==> src/rtl/handshake_constant_rom.sv <==
// Handshake constant ROM: each accepted control token emits one table entry through a 2-slot elastic buffer.
// Optional statistics (tok_count, overflow_seen) are enabled by defining HANDSHAKE_CONST_ROM_STATS_EN.
module handshake_constant_rom #(
  parameter int DATA_WIDTH = 32,
  parameter int DEPTH      = 4,
  parameter int IDX_WIDTH  = 2,
  parameter int MODE       = 0,
  parameter logic [DEPTH*DATA_WIDTH-1:0] INIT = '0
) (
  input  logic                  clk,
  input  logic                  rst,
  input  logic [IDX_WIDTH-1:0]  ctrl_index,
  input  logic                  ctrl_valid,
  output logic                  ctrl_ready,
  output logic [DATA_WIDTH-1:0] outs,
  output logic                  outs_valid,
  input  logic                  outs_ready,
`ifdef HANDSHAKE_CONST_ROM_STATS_EN
  output logic [15:0]           tok_count,
  output logic                  overflow_seen,
`endif
  output logic                  err
);

  localparam int CNT_W = (DEPTH > 1) ? $clog2(DEPTH) : 1;
  localparam logic [CNT_W-1:0] CNT_LAST = CNT_W'(DEPTH - 1);

  typedef enum logic [1:0] {S_EMPTY, S_ONE, S_TWO} state_t;

  state_t                r_state;
  state_t                w_next;
  logic                  r_ctrlReady;
  logic [DATA_WIDTH-1:0] r_main;
  logic [DATA_WIDTH-1:0] r_skid;
  logic [CNT_W-1:0]      r_cnt;
  logic                  r_err;

  logic                  w_accept;
  logic                  w_xfer;
  logic                  w_inRange;
  logic [DATA_WIDTH-1:0] w_value;

  assign w_accept   = ctrl_valid & r_ctrlReady;
  assign w_xfer     = outs_valid & outs_ready;
  assign ctrl_ready = r_ctrlReady;
  assign outs_valid = (r_state != S_EMPTY);
  assign outs       = r_main;
  assign err        = r_err;

  // Table lookup: an out-of-range index leaves w_value at zero and w_inRange low.
  always_comb begin
    w_value   = '0;
    w_inRange = 1'b0;
    if (MODE == 0) begin
      for (int i = 0; i < DEPTH; i++) begin
        if ({1'b0, ctrl_index} == i[IDX_WIDTH:0]) begin
          w_value   = INIT[i*DATA_WIDTH +: DATA_WIDTH];
          w_inRange = 1'b1;
        end
      end
    end else begin
      w_inRange = 1'b1;
      for (int i = 0; i < DEPTH; i++) begin
        if (r_cnt == i[CNT_W-1:0]) w_value = INIT[i*DATA_WIDTH +: DATA_WIDTH];
      end
    end
  end

  always_comb begin
    w_next = r_state;
    case (r_state)
      S_EMPTY: if (w_accept) w_next = S_ONE;
      S_ONE: begin
        if (w_accept && !w_xfer)      w_next = S_TWO;
        else if (!w_accept && w_xfer) w_next = S_EMPTY;
      end
      S_TWO:   if (w_xfer) w_next = S_ONE;
      default: w_next = S_EMPTY;
    endcase
  end

  // ctrl_ready is registered from the next state so it never depends on outs_ready combinationally.
  always_ff @(posedge clk or negedge rst) begin
    if (!rst) begin
      r_state     <= S_EMPTY;
      r_ctrlReady <= 1'b0;
      r_main      <= '0;
      r_skid      <= '0;
      r_cnt       <= '0;
      r_err       <= 1'b0;
    end else begin
      r_state     <= w_next;
      r_ctrlReady <= (w_next != S_TWO);
      if (w_accept && (r_state == S_EMPTY || (r_state == S_ONE && w_xfer))) r_main <= w_value;
      else if (r_state == S_TWO && w_xfer) r_main <= r_skid;
      if (w_accept && r_state == S_ONE && !w_xfer) r_skid <= w_value;
      if (MODE != 0 && w_accept) r_cnt <= (r_cnt == CNT_LAST) ? '0 : r_cnt + 1'b1;
      if (MODE == 0 && w_accept && !w_inRange) r_err <= 1'b1;
    end
  end

`ifdef HANDSHAKE_CONST_ROM_STATS_EN
  logic [15:0] r_tokCount;
  logic        r_overflow;

  assign tok_count     = r_tokCount;
  assign overflow_seen = r_overflow;

  always_ff @(posedge clk or negedge rst) begin
    if (!rst) begin
      r_tokCount <= '0;
      r_overflow <= 1'b0;
    end else if (w_xfer) begin
      r_tokCount <= r_tokCount + 16'd1;
      if (r_tokCount == 16'hFFFF) r_overflow <= 1'b1;
    end
  end
`endif

endmodule

==> config.mk <==
export PLATFORM = sky130hd
export DESIGN_NAME = handshake_constant_rom
export DESIGN_NICKNAME = d
export VERILOG_FILES = /design/src/rtl/handshake_constant_rom.sv
export SDC_FILE = /design/constraint.sdc
export NUM_CORES = 1
export LEC_CHECK = 0
export BUFFER_PORTS_ARGS = -buffer_cell sky130_fd_sc_hd__buf_2
export CORE_MARGIN = 1.5
export CORE_UTILIZATION = 31
export DETAILED_ROUTE_END_ITERATION = 7
export MAX_ROUTING_LAYER = met4
export PLACE_DENSITY = 0.73
export SYNTH_ARGS = -nofsm -noshare
export SYNTH_HDL_FRONTEND = slang
export SYNTH_SLANG_ARGS = --single-unit
==> constraint.sdc <==
create_clock -name clk -period 0.85 [get_ports clk]
set_input_delay 0.17 -clock clk [delete_from_list [all_inputs] [get_ports clk]]
set_output_delay 0.17 -clock clk [all_outputs]
set_load 0.02 [all_outputs]
==> results.txt <==
----------------------------------------------------
[Setup path]
  Critical path required time ... 0.68 ns
  CP Class ... reg -> out
  Nature of the critical path endpoint ... output pin
  CP arrival ... ~0.97 ns
  Startpoint type of the worst setup path ... flip-flop
  Worst Reg-to-Reg Cells ... 3
  Highest fanout seen on the critical path ... 2

[CTS]
  Total clock buffers created by CTS ... 3
  # H-tree levels ... 1
  Master cell of the clock root buffer ... sky130_fd_sc_hd__clkbuf_4
  Clock tree from TritonCTS ... built
  Worst-Skew Late Latency ... 0.23 ns
  Number of clock sinks seen by CTS ... 4
  Deepest clock path buffer count ... 2
  Clock slew at reported path FFs ... 0.04 ns

[GRT]
  Largest net degree at the start of global routing ... 5
  First-pass GRT wire length ... 841 um
  Overall global routing resource usage ... under 10%
  Initial antenna violation count ... 0
  Via count of the first global-routing pass ... 203
  Residual overflow from global routing ... 0

[Timing]
  Fmax achieved ... 874 MHz
  Post-layout worst setup margin ... -0.294 ns
  Setup total negative slack ... -0.925 ns
  Shortest clock period the worst path allows after layout ... 1.14 ns
  Count of final setup violators ... 6
  Worst-case hold slack ... 0.203 ns
  Unrepaired setup endpoints after global routing ... yes
  Max Slew Vio Count ... 0
  Clock skew after layout ... 0.00368 ns
  Portion of the clock cycle consumed by the worst path in the final layout ... 135%
  Number of endpoints with negative hold slack in the final report ... 0

[Placement]
  Placer congestion estimate ... 0.486
  Cell area after placement ... between 300 and 400 um2
  Post-placement cell count ... 68
  Worst slack, placed ... -0.101 ns
  Count of buffers from port buffering ... 6
  HPWL after DPL ... about 370 um

[Cells and area]
  Synthesis-to-finish area growth ... 9.82%
  Final #Nets ... 68
  Final instance area ... 462 um2
  Most frequent standard cell in the layout excluding fill and tap cells ... sky130_fd_sc_hd__conb_1
  Fraction of final layout cells with drive strength greater than 1 ... between 30 and 40%
  Antenna fix cells ... 0
  Layout Utilization ... approximately 36%
  Post-Layout Cell Count ... 76
  Commonest non-fill, non-tap cells in the layout ... sky130_fd_sc_hd__conb_1, sky130_fd_sc_hd__buf_6, sky130_fd_sc_hd__clkbuf_4, sky130_fd_sc_hd__dfrtp_1, sky130_fd_sc_hd__buf_2

[Die]
  Starting density of the core ... 32.7%
  Top Ports ... a little over 40
  Total die area ... 1590 um2
  Width of the chip ... 39.8 um
  Core footprint ... 1280 um2
  Number of placement rows ... 13
  Height of the chip ... 39.8 um

[Power]
  Power density over the cells ... roughly 2200 nW/um2
  Leakage power of the design ... around 0.25 nW
  Worst vdd ir ... slightly below 0.9 mV
  Final total power ... 1.03 mW

[Detailed routing]
  Routed wire length ... between 600 and 700 um
  Vias per cell ... about 3.3
  Remaining routing DRC violations ... 0
  Violation count after the first detailed-route iteration ... 0
  Via count of the routed design ... 252
  Antenna viol nets, final ... 0
  WL per Instance ... 7.91 um
  Initial DRT Pass Iterations ... 1

[Hold path]
  Hold Crit Class ... in -> reg
  Hold Path Cell Cnt ... 2

[Job]
  Max-Cap Viols ... 0

[Synth]
  Post-synthesis instance area ... 420 um2
  Count of distinct cell types in the synthesized netlist ... 14
  Flip-flop and latch count after synthesis ... 4
  Mean instance size in the synthesized netlist ... between 8 and 9 um2
  Yosys Warn Count ... 0
  Register area share after synthesis ... 23.8%
  Post-Syn Instances ... between 40 and 50

[Run status]
  Result of the run ... complete, but fails checks
  Failing checks ... negative setup slack

----------------------------------------------------
path summary, 6_finish.rpt:
check / end / from / slack [ns]
min: r_state[1] / outs_ready / 0.20
min reg2reg: err / err / 0.39
max in group asynchronous: ctrl_ready / rst / 0.46
max reg2reg: r_state[0] / r_state[0] / -0.20
min in group asynchronous: r_state[0] / rst / 0.26
max: outs_valid / r_state[1] / -0.29
critical path: stages, from the launching register on:
cell and delay (ns):
sky130_fd_sc_hd__dfrtp_1 0.39, sky130_fd_sc_hd__or2_1 0.22, sky130_fd_sc_hd__buf_6 0.13
power by group:
part / internal (mW) / switching (mW) / total [mW]
logic: 0.218 / 0.303 / 0.521
clock network: 0.177 / 0.0830 / 0.260
registers: 0.229 / 0.0236 / 0.253
total: 0.624 / 0.409 / 1.03
area by class of cell:
type,count,area [um2]
timing repair buffer,11,96.3
inverter,1,3.75
clock buffer,4,26.3
tap,15,18.8
multi-input combinational,41,215
fill,145,823
sequential,4,101
flip-flops by register name, indices dropped and copies added, names as in the netlist:
register / flops
ctrl_ready: 1
r_state: 2
err: 1
kinds of logic (layout without fill, tap and decap cells):
logic type | count (synthesis) | in the layout | synth area share [%]
buffers and inverters | 34 | 16 | 58.9
and+or+nand+nor | 4 | 4 | 7.74
other | 1 | 32 | 0.892
DFF | 4 | 4 | 23.8
AOI/OAI and AO/OA | 5 | 5 | 8.63
per-layer routing:
layer  routed length [um]  GRT usage [%]  part of all wire, %
met4                    0           7.76                    0
met3                   44           3.41                  7.3
met2                  320           14.8                   53
met1                  236           7.88                   39
met5                    0              -                    0
synth_stat cells:
cell                       number  area, um2
sky130_fd_sc_hd__a211oi_1       1       7.51
sky130_fd_sc_hd__a21boi_0       1       7.51
sky130_fd_sc_hd__a21o_1         1       7.51
sky130_fd_sc_hd__a21oi_1        1       5.00
sky130_fd_sc_hd__a311oi_1       1       8.76
sky130_fd_sc_hd__buf_4         32        240
sky130_fd_sc_hd__clkbuf_1       1       3.75
sky130_fd_sc_hd__conb_1         1       3.75
sky130_fd_sc_hd__dfrtp_1        4        100
sky130_fd_sc_hd__inv_1          1       3.75
sky130_fd_sc_hd__nand2_1        1       3.75
sky130_fd_sc_hd__nand4b_1       1       8.76
sky130_fd_sc_hd__nor2b_4        1       13.8
sky130_fd_sc_hd__or2_1          1       6.26
what timing repair did:
item	in CTS	in global routing
endpoints found under the setup margin	5	6
endpoints found under the hold margin	4	0
setup buffers	3	0
pin swaps	3	1
hold buffers	1	0
resized for setup	9	5
(Power assumes the default switching activity.)
